--- src/rtl/roi_readout_ctrl.sv ---
// Post-frame sequencer: walks the connected-components table, divides the x/y
// sums by area with a shared bit-serial divider and streams one centroid per object.
module roi_readout_ctrl #(
  parameter int LOC_W  = 16,
  parameter int LBL_W  = 8,
  parameter int RD_LAT = 1
) (
  input  logic             clk,
  input  logic             reset_n,
  input  logic             start,
  input  logic [LBL_W-1:0] num_labels,
  output logic [LBL_W-1:0] obj_id,
  input  logic [LOC_W-1:0] obj_area,
  input  logic [LOC_W-1:0] obj_x,
  input  logic [LOC_W-1:0] obj_y,
  output logic             cent_valid,
  input  logic             cent_ready,
  output logic [LBL_W-1:0] cent_id,
  output logic [LOC_W-1:0] cent_x,
  output logic [LOC_W-1:0] cent_y,
  output logic             busy,
  output logic             done
);

  localparam int CNT_W  = (RD_LAT < 2) ? 1 : $clog2(RD_LAT + 1);
  localparam int STEP_W = $clog2(LOC_W);

  typedef enum logic [2:0] {
    S_IDLE, S_WAIT, S_LATCH, S_DIV, S_OUT, S_NEXT, S_DONE
  } state_t;

  state_t             state, state_nxt;
  logic [LBL_W-1:0]   num_labels_q;
  logic [CNT_W-1:0]   wait_cnt;
  logic [STEP_W-1:0]  step;
  logic [LOC_W-1:0]   rem_x, quo_x, rem_y, quo_y, den;
  logic [2*LOC_W-1:0] dx_nxt, dy_nxt;
  logic               last_step;

  // One restoring step: shift the next dividend bit into the remainder,
  // subtract the divisor when it fits. The quotient register doubles as
  // the dividend shift register, so after LOC_W steps it holds the floor.
  function automatic logic [2*LOC_W-1:0] div_step(
    input logic [LOC_W-1:0] rem,
    input logic [LOC_W-1:0] quo,
    input logic [LOC_W-1:0] dvs
  );
    logic [LOC_W:0]   trial;
    logic [LOC_W-1:0] q;
    trial = {rem, quo[LOC_W-1]};
    q     = {quo[LOC_W-2:0], 1'b0};
    if (trial >= {1'b0, dvs}) begin
      trial = trial - {1'b0, dvs};
      q[0]  = 1'b1;
    end
    return {trial[LOC_W-1:0], q};
  endfunction

  always_comb begin
    dx_nxt    = div_step(rem_x, quo_x, den);
    dy_nxt    = div_step(rem_y, quo_y, den);
    last_step = (step == STEP_W'(LOC_W - 1));
  end

  always_ff @(posedge clk or negedge reset_n) begin
    if (!reset_n) state <= S_IDLE;
    else          state <= state_nxt;
  end

  always_comb begin
    state_nxt = state;
    case (state)
      S_IDLE:  if (start) state_nxt = (num_labels != '0) ? S_WAIT : S_DONE;
      S_WAIT:  if (wait_cnt == CNT_W'(1)) state_nxt = S_LATCH;
      S_LATCH: state_nxt = (obj_area == '0) ? S_NEXT : S_DIV;
      S_DIV:   if (last_step) state_nxt = S_OUT;
      S_OUT:   if (cent_ready) state_nxt = S_NEXT;
      S_NEXT:  state_nxt = (obj_id == num_labels_q) ? S_DONE : S_WAIT;
      S_DONE:  state_nxt = S_IDLE;
      default: state_nxt = S_IDLE;
    endcase
  end

  always_comb begin
    cent_valid = (state == S_OUT);
    busy       = (state != S_IDLE);
    done       = (state == S_DONE);
  end

  // Sequencing registers and the held output beat
  always_ff @(posedge clk or negedge reset_n) begin
    if (!reset_n) begin
      obj_id       <= LBL_W'(1);
      num_labels_q <= '0;
      wait_cnt     <= '0;
      step         <= '0;
      cent_id      <= '0;
      cent_x       <= '0;
      cent_y       <= '0;
    end else begin
      case (state)
        S_IDLE: if (start && num_labels != '0) begin
          num_labels_q <= num_labels;
          obj_id       <= LBL_W'(1);
          wait_cnt     <= CNT_W'(RD_LAT);
        end
        S_WAIT:  wait_cnt <= wait_cnt - CNT_W'(1);
        S_LATCH: step     <= '0;
        S_DIV: begin
          step <= step + STEP_W'(1);
          if (last_step) begin
            cent_id <= obj_id;
            cent_x  <= dx_nxt[LOC_W-1:0];
            cent_y  <= dy_nxt[LOC_W-1:0];
          end
        end
        S_NEXT: if (obj_id != num_labels_q) begin
          obj_id   <= obj_id + LBL_W'(1);
          wait_cnt <= CNT_W'(RD_LAT);
        end
        default: ;
      endcase
    end
  end

  // Divider datapath: loaded in LATCH, iterated in DIV
  always_ff @(posedge clk) begin
    if (state == S_LATCH) begin
      rem_x <= '0;
      rem_y <= '0;
      quo_x <= obj_x;
      quo_y <= obj_y;
      den   <= obj_area;
    end else if (state == S_DIV) begin
      {rem_x, quo_x} <= dx_nxt;
      {rem_y, quo_y} <= dy_nxt;
    end
  end

endmodule

--- config.mk ---
export PLATFORM = sky130hd
export DESIGN_NAME = roi_readout_ctrl
export DESIGN_NICKNAME = d
export VERILOG_FILES = /design/src/rtl/roi_readout_ctrl.sv
export SDC_FILE = /design/constraint.sdc
export NUM_CORES = 1
export LEC_CHECK = 0
export CORE_MARGIN = 4
export CORE_UTILIZATION = 55
export DETAILED_ROUTE_END_ITERATION = 12
export PLACE_DENSITY = 0.84
export SYNTH_ARGS = -nofsm -noshare
export SYNTH_HDL_FRONTEND = slang
export SYNTH_SLANG_ARGS = --single-unit
--- constraint.sdc ---
create_clock -name clk -period 3.1 [get_ports clk]
set_input_delay 0.62 -clock clk [delete_from_list [all_inputs] [get_ports clk]]
set_output_delay 0.62 -clock clk [all_outputs]
set_load 0.02 [all_outputs]
[Yosys cells after proc, flatten, opt, wreduce, memory -nomap -nowiden]
Index checks and enable logic that the tools add are counted.
Storage, ports and cells
  logic and storage cells: 71
  register bits after elaboration: 144
  output and inout bits: 51
  bits of input ports: 60
Operators by class
  eq/ne operators: 15
  mux-type cells: 23
  reduce and logical (&&, ||, !) cells: 13
  $add $sub $neg: 5
  $lt $le $gt $ge: 2
Operators by type and width (count)
  two-way mux 16 bit: 6
  greater-or-equal comparator 17 x 16 -> 1 bit: 2
  subtractor 16 bit: 2
  two-way mux 3 bit: 7
  one-hot mux 3 bit (6 select lines): 1
  zero test 16 bit: 1
  two-way mux 8 bit: 2
  one-hot mux 8 bit (2 select lines): 1
  inequality test 2 bit (second input constant): 5
  == test 3 bit (second input constant): 3
  adder 8 x 1 -> 8 bit (second input constant): 1
  == test 8 bit: 1
  inequality test 8 bit: 1
  one-hot mux 4 bit (2 select lines): 1
  nonzero test 8 bit: 1
  == test 3 x 2 -> 1 bit (second input constant): 2
  AND reduction 3 bit: 2
  nonzero test 3 bit: 2
  adder 4 x 1 -> 4 bit (second input constant): 1
  == test 4 bit (second input constant): 1
  two-way mux 1 bit: 4
  AND reduction 2 bit: 2
  AND reduction 4 bit: 1
  nonzero test 2 bit: 2
  other kinds (6): 6

[Longest topological paths before layout]
Gate-level depths: netlist (run 1).
  depth after elaboration: 4
  gate-level depth with buffers: 10
  mapped depth without buffers: 10

[Worst setup path before layout (run 1)]
Ideal clock, no wire load.
  path type: register -> register
  start point: register state[2]
  end point: register rem_x[11]
  arrival time: 2504 ps
  path buffers: 2
  cell stages (with the launch flop): 9
  data required time: 3013 ps
  period minus slack after synthesis: 2591 ps
  setup time: 87 ps
  setup slack: 509 ps
  cell sequence: dfrtp_1 buf_2 inv_1 nand2_1 inv_1 clkbuf_1 nand3_1 o32a_1 o31ai_1
On the way
  word-level cells in the longest chain between the ends: 1
  elaborated cells on any way between the ends: 2
  those cells by class: eq/ne: 2
Ends and longest elaborated chain
  from (decl): line 32  | state_t state, state_nxt;
  from (signal assigned): line 67  | else state <= state_nxt;
  == test 3 x 2 -> 1 bit (on tied branches): line 134, 128
  to (signal assigned): line 135  | {rem_x, quo_x} <= dx_nxt;
  to (decl): line 36  | logic [LOC_W-1:0] rem_x, quo_x, rem_y, quo_y, den;
Several ways; a longest one is shown, not always the timed one.
A chain may end at the register's enable or synchronous reset.

[Final worst setup path (run 1)]
  start point: register den[1]
  end point: register quo_x[0] (data pin)
On the way
  word-level cells in the longest chain between the ends: 4
Ends and longest elaborated chain
  from (decl): line 36
  from (signal assigned): line 133  | den <= obj_area;
  greater-or-equal comparator 17 x 16 -> 1 bit: line 52  | if (trial >= {1'b0, dvs}) begin
  two-way mux 1 bit: line 52
  two-way mux 16 bit: line 134  | end else if (state == S_DIV) begin
  two-way mux 16 bit: line 128  | if (state == S_LATCH) begin
  to (signal assigned): line 131  | quo_x <= obj_x;
  to (signal assigned): line 135
  to (decl): line 36
Every way passes these cells. The select of a mux whose other input is x is not followed.

==> impl_results.md, run 1 <==
- Clk Latency, worst-skew pair: 0.43 ns
- CTS H-tree depth: 4
- Worst R2R Start: den[1]$_DFFE_PP_
- Nets: 896
- Resize count post-CTS: 0
- Final WL: 20500 um
- Mean Syn Cell Area: 11.3 sq um
- CP Max Fanout: 8
- Mapped Cells: 682
- Core Region: 13500 sq um
- Max_slew headroom: 14.7%
- Share of cells above drive strength 1: 17.3%
- P per Cell Area: 980 nW/um^2
- Final setup violation count: 0
- Num rows: 42
- Critical Path RT: 3.28 ns
- Max cap viols: 0
- Metal-1 WL: 8270 um
- Hold crit path type: in -> async
- Dpl cell area: 9040 sq um
- Launching element type of the critical path: flip-flop
- Post-DRT Antenna Nets: 0
- Reg2Reg Depth: 9
- Period utilization: 90.2%
- Slack of the worst reg-to-reg path: 0.30 ns
- Via count: 6083
- DRC viols: 0
- IO Count: 111
- Initial antenna violation count: 0
- Top FF cell, synth: dfrtp_1
- RSZ-0062 raised after global routing: false
- Top cells by area, synth: dfrtp_1, edfxtp_1, mux2_2, dfxtp_1, ha_1
- GP Congestion: 1.00
- First-pass GRT wire length: 33000 um
- # hold bufs at CTS: 0
- First-pass detailed-route iteration total: 6
- Worst slew pin tran: 1.28 ns
- Reg2reg end: quo_x[0]$_DFFE_PP_
- Crit path time final: 2.80 ns
- Root Buffer Master: clkbuf_16
- Max Slew Vio Count: 0
- WL met3: 1810 um
- Setup bufs post-CTS: 0
- FF+latch count, synth: 144
- Total GRT Usage: 26.3%
- Routed wire length on met2: 9840 um
- Antenna diodes: 0
- TNS Setup: 0 ns
- Post-Synthesis Cell Area: 7670 sq um
- Status: finished, final reports clean
- Crit path arrival time: 2.98 ns
- Crit path kind: reg -> reg
- Largest net degree at the start of global routing: 44
- Sink Count: 144
- Reg clk slew, reported paths: 0.06 ns
- Post-synth top area share: 20.5%
- CP Capture Type: flip-flop
- Post-DP HPWL: 13800 um
- Max Fclk: 357 MHz
- CTS buffer count: 17
- Die X: 126 um
- GR Overflow Total: 0
- Wire per inst: 20.7 um
- Initial Util: 57.0%
- Final Hold Viols: 0
- Synthesized Nets: 778
- Uppermost layer routed: met4
- Vias in the first global route: 6395
- # port buffers: 110
- Post-synth EDFFs: 48
- Fillers: 927
- Initial DRC count: 414
- Unique masters post-synth: 72
- Design Area, Final: 9640 sq um
- CTS tree: done
- Peak VDD IR: 0.539 mV
- Layout area overhead: 25.6%
- Yosys top cell by area: dfrtp_1
- Vias per inst: 6.15
- Yosys Warn Count: 0
- Final Skew: 0.00883 ns
- Die area: 15900 sq um
- Sequential-to-total area share from yosys stat: 48.0%
- DIE HEIGHT: 126 um
- Clock buffer depth: 2
- Fraction of registers with async set/reset: 44.4%
- P_leak: 3.89 nW
==> stage by stage <==
step | instances | setup slack [ns] | hold slack [ns] | util, % | power (W)
after global placement | 957 | 0.387 | 0.468 | 67.2 | 0.00702
after CTS | 989 | 0.318 | 0.133 | 71.7 | 0.00943
after global routing | 989 | 0.135 | 0.157 | 71.7 | 0.00999
after detailed placement | 957 | 0.314 | 0.479 | 67.2 | 0.00722
final | 989 | 0.302 | 0.142 | 71.7 | 0.00945
after floorplan | 682 | 0.509 | 0.324 | - | 0.00595
==> kinds of logic (layout without fill, tap and decap cells) <==
kind of cell	Yosys count	after routing	synth area share (%)
buf+inv	57	188	2.98
mux	92	92	13.3
xor+xnor	34	34	3.88
simple gates	161	161	10.7
fa+ha+maj	36	36	6.06
compound gates	158	158	15.0
flops	144	144	48.0
==> synthesized netlist by cell type (all sizes together) (16+ instances only) <==
| library cell | instances |
|---|---|
| ha | 34 |
| xnor2 | 22 |
| a21oi | 26 |
| nand2 | 43 |
| nor2b | 16 |
| inv | 33 |
| o21ai | 39 |
| nor2 | 33 |
| mux2 | 81 |
| dfxtp | 32 |
| dfrtp | 63 |
| edfxtp | 48 |
==> per-layer routing <==
layer  vias to the layer above  global-route usage (%)
li1                       2782                       -
met1                      2974                    31.7
met2                       277                    43.1
met3                        50                    9.19
met4                         0                    11.0
met5                         -                       0
==> state kept, by name, indices dropped and copies added (netlist names) <==
signal and flops:
rem_x 16, rem_y 16, cent_x 16, state 3
obj_id 8, den 16, cent_id 8, num_labels_q 8
step 4, quo_x 16, quo_y 16, cent_y 16
wait_cnt 1
==> critical path, cell delays in order (launching register included) <==
cell and delay, ns:
edfxtp_1 0.45, inv_1 0.12, ha_1 0.24, nor2b_1 0.13, o21a_1 0.20, o21a_1 0.22, o21ai_2 0.32, a2111o_1 0.37
nand2_1 0.20, mux2_2 0.30
==> worst max path at each step <==
stage          cells past startpoint            startpoint                     end
4_1_cts                            9      den[1]$_DFFE_PP_      quo_x[0]$_DFFE_PP_
3_3_place_gp                       6         num_labels[0]   obj_id[7]$_DFFE_PN0P_
6_report                           9      den[1]$_DFFE_PP_      quo_x[0]$_DFFE_PP_
2_1_floorplan                      8  state[2]$_DFFE_PN0P_  rem_x[11]$_SDFFE_PP0P_
3_5_place_dp                       6         num_labels[3]   obj_id[6]$_DFFE_PN0P_
5_1_grt                            9      den[1]$_DFFE_PP_      quo_x[0]$_DFFE_PP_
==> cell type report <==
cell class,instances,area [sq um],area share (%)
clock inverter,11,155,1.61
inverter,33,124,1.28
multi-input combinational,481,3780,39.2
clock buffer,21,450,4.67
timing repair buffer,123,1230,12.8
tap,176,220,2.28
sequential,144,3680,38.2
==> power breakdown <==
part           total (W)  switching, W  internal, W  leakage, nW
logic            0.00414       0.00230      0.00184         2.04
clock network    0.00212      0.000829      0.00130        0.281
registers        0.00319      0.000453      0.00274         1.57
total            0.00945       0.00358      0.00587         3.89
==> layout by cell type (no fill, tap or decap), types with 7 or more instances in the layout <==
master / netlist / layout
mux2i_1: 11 / 11
nand3_1: 11 / 11
xor2_1: 12 / 12
nand2_1: 43 / 43
edfxtp_1: 48 / 48
dfxtp_1: 32 / 32
o21ai_0: 34 / 34
clkbuf_16: 0 / 17
a21oi_1: 26 / 26
buf_4: 1 / 10
mux2_2: 81 / 81
nor2b_1: 16 / 16
ha_1: 34 / 34
xnor2_1: 22 / 22
dfrtp_1: 63 / 63
inv_1: 33 / 32
nor3_1: 12 / 12
nand4_1: 10 / 10
a21o_1: 8 / 8
nor4_1: 7 / 7
clkdlybuf4s50_1: 0 / 109
o21a_1: 11 / 11
nor2_1: 32 / 30
Note: power is estimated with default switching activity, not from simulation.
==> run 2, diff against run 1 <==
Settings changed: CORE_UTILIZATION 55 to 45, PLACE_DENSITY 0.84 to 0.71.
==> run 2 against run 1 <==
  * Combinational power shrank 2%
  * Clock power is 5% lower
  * First-iteration DRC count is 15% higher
  * Power shrank 2.5%
  * Maximum frequency up 1.9%
  * Wire length fell by 6.5%
  * Critical endpoint is now rem_y[5]$_SDFFE_PP0P_
  * Die area up 21%
  * Worst setup slack better by 0.051 ns
  * Highest routed layer unchanged
  * Largest power group unchanged
  * Global-route usage fell by 6.0 points
  * Largest cell class unchanged
  * Clock skew grew 0.0046 ns
==> impl_results.md, run 2 (synthesis gave the netlist of run 1 again) <==
- Post-DP HPWL: 13800 um
- Num rows: 47
- CTS H-tree depth: 4
- CTS buffer count: 17
- Most common cell after layout, fill and taps aside: clkdlybuf4s50_1
- Reg clk slew, reported paths: 0.07 ns
- Register Area: 3680 sq um
- Largest net degree at the start of global routing: 44
- First-pass detailed-route iteration total: 5
- P_leak: 3.90 nW
- Total GRT Usage: 20.3%
- Initial Util: 46.1%
- RSZ-0062 raised after global routing: false
- Leading cell types in the layout, fill and taps excluded: clkdlybuf4s50_1, mux2_2, dfrtp_1
- Design Area, Final: 9670 sq um
- Pre-CTS setup slack: 0.286 ns
- DIE HEIGHT: 139 um
- Crit path cell chain: inv_1 > ha_1 > nand2b_1 > a21oi_1 > o41a_1 > o21ai_2 > o31ai_4 > buf_12 > mux2i_1 > o22ai_1
- GR peak layer: met2
- Final setup violation count: 0
- Final core occ: 58.1%
- Slowest CP cell: o31ai_4
- Final Skew: 0.0134 ns
- Critical path's top delay family: compound AO/OA/AOI/OAI gates
- Sink Count: 144
- Wire per inst: 18.5 um
- Max Slew Vio Count: 0
- Dpl cell area: 9090 sq um
- # port buffers: 110
- Nets: 896
- Die X: 139 um
- Peak VDD IR: 0.506 mV
- Core Region: 16600 sq um
- Crit path kind: reg -> reg
- Launching element type of the critical path: flip-flop
- Worst R2R Start: den[1]$_DFFE_PP_
- Period utilization: 88.6%
- Fillers: 1367
- Layout area overhead: 25.9%
- Max_slew headroom: 23.9%
- First-pass GRT wire length: 31700 um
- # hold bufs at CTS: 0
- Share of cells above drive strength 1: 17.6%
- Global-route track usage on met3: 7.66%
- Area of the multi-input gates: 3780 sq um
- IO Count: 111
- P per Cell Area: 954 nW/um^2
- Hold crit path type: in -> async
- DRC viols: 0
- Die area: 19200 sq um
- Initial antenna violation count: 0
- Final worst slack: 0.353 ns
- Via count: 5817
- Bufs and invs on worst path: 2
- Status: finished, final reports clean
- CP max stage delay: 0.47 ns
- M1 GR Usage: 25.5%
- Final WL: 19100 um
- Max cap viols: 0
- GP Congestion: 0.885
- Clock buffer depth: 2
- Critical Path RT: 3.38 ns
- CP Launch Point: den[1]$_DFFE_PP_
- Root Buffer Master: clkbuf_16
- CTS tree: done
- Initial DRC count: 477
- Vias per inst: 5.63
- CP Capture Type: flip-flop
- Crit path arrival time: 3.02 ns
- Resize count post-CTS: 0
- Final Hold Viols: 0
- Setup bufs post-CTS: 0
- Max Fclk: 364 MHz
- TNS Setup: 0 ns
- Crit path time final: 2.75 ns
- Post-DRT Antenna Nets: 0
- Grt met2 use: 32.6%
- GR Overflow Total: 0
- Vias in the first global route: 6112
- Clk Latency, worst-skew pair: 0.42 ns
- Antenna diodes: 0
- CP Max Fanout: 17
- Fin Hold WS: 0.0807 ns
- Worst slew pin tran: 1.14 ns
[run 2: layout make-up]
type | instances | share of cell area (%)
inverters | 33 | 1.28
clock buffers | 18 | 4.44
well taps | 220 | 2.85
multi-input cells | 481 | 39.1
repair buffers | 123 | 12.7
clock inverters | 14 | 1.50
flip-flops and latches | 144 | 38.1
[run 2: final timing paths]
check / to / slack, ns / cells past startpoint
max reg2reg: rem_y[5]$_SDFFE_PP0P_ / 0.35 / 10
min: num_labels_q[4]$_DFFE_PN0P_ / 0.08 / 1
max in group asynchronous: obj_id[0]$_DFFE_PN1P_ / 2.25 / 2
min reg2reg: wait_cnt$_DFFE_PN0P_ / 0.48 / 1
min in group clk: wait_cnt$_DFFE_PN0P_ / 0.48 / 1
max: rem_y[5]$_SDFFE_PP0P_ / 0.35 / 10
[run 2: per-layer routing]
metal  part of all wire (%)  vias to the layer above
met5                      0                        -
met4                    1.7                        0
met3                    8.1                       23
met2                     46                      173
met1                     44                     2821
li1                       -                     2800
[run 2: report_power, final]
| group | internal, W | switching [W] | total, W |
|---|---|---|---|
| logic | 0.00184 | 0.00221 | 0.00404 |
| clock network | 0.00113 | 0.000880 | 0.00202 |
| registers | 0.00274 | 0.000423 | 0.00316 |
| total | 0.00571 | 0.00351 | 0.00922 |
[run 2: per-stage QoR]
stage,std cells,power [W]
floorplan,682,0.00595
global placement,1001,0.00709
detailed placement,1001,0.00721
CTS,1033,0.00925
global route,1033,0.00983
finish,1033,0.00922
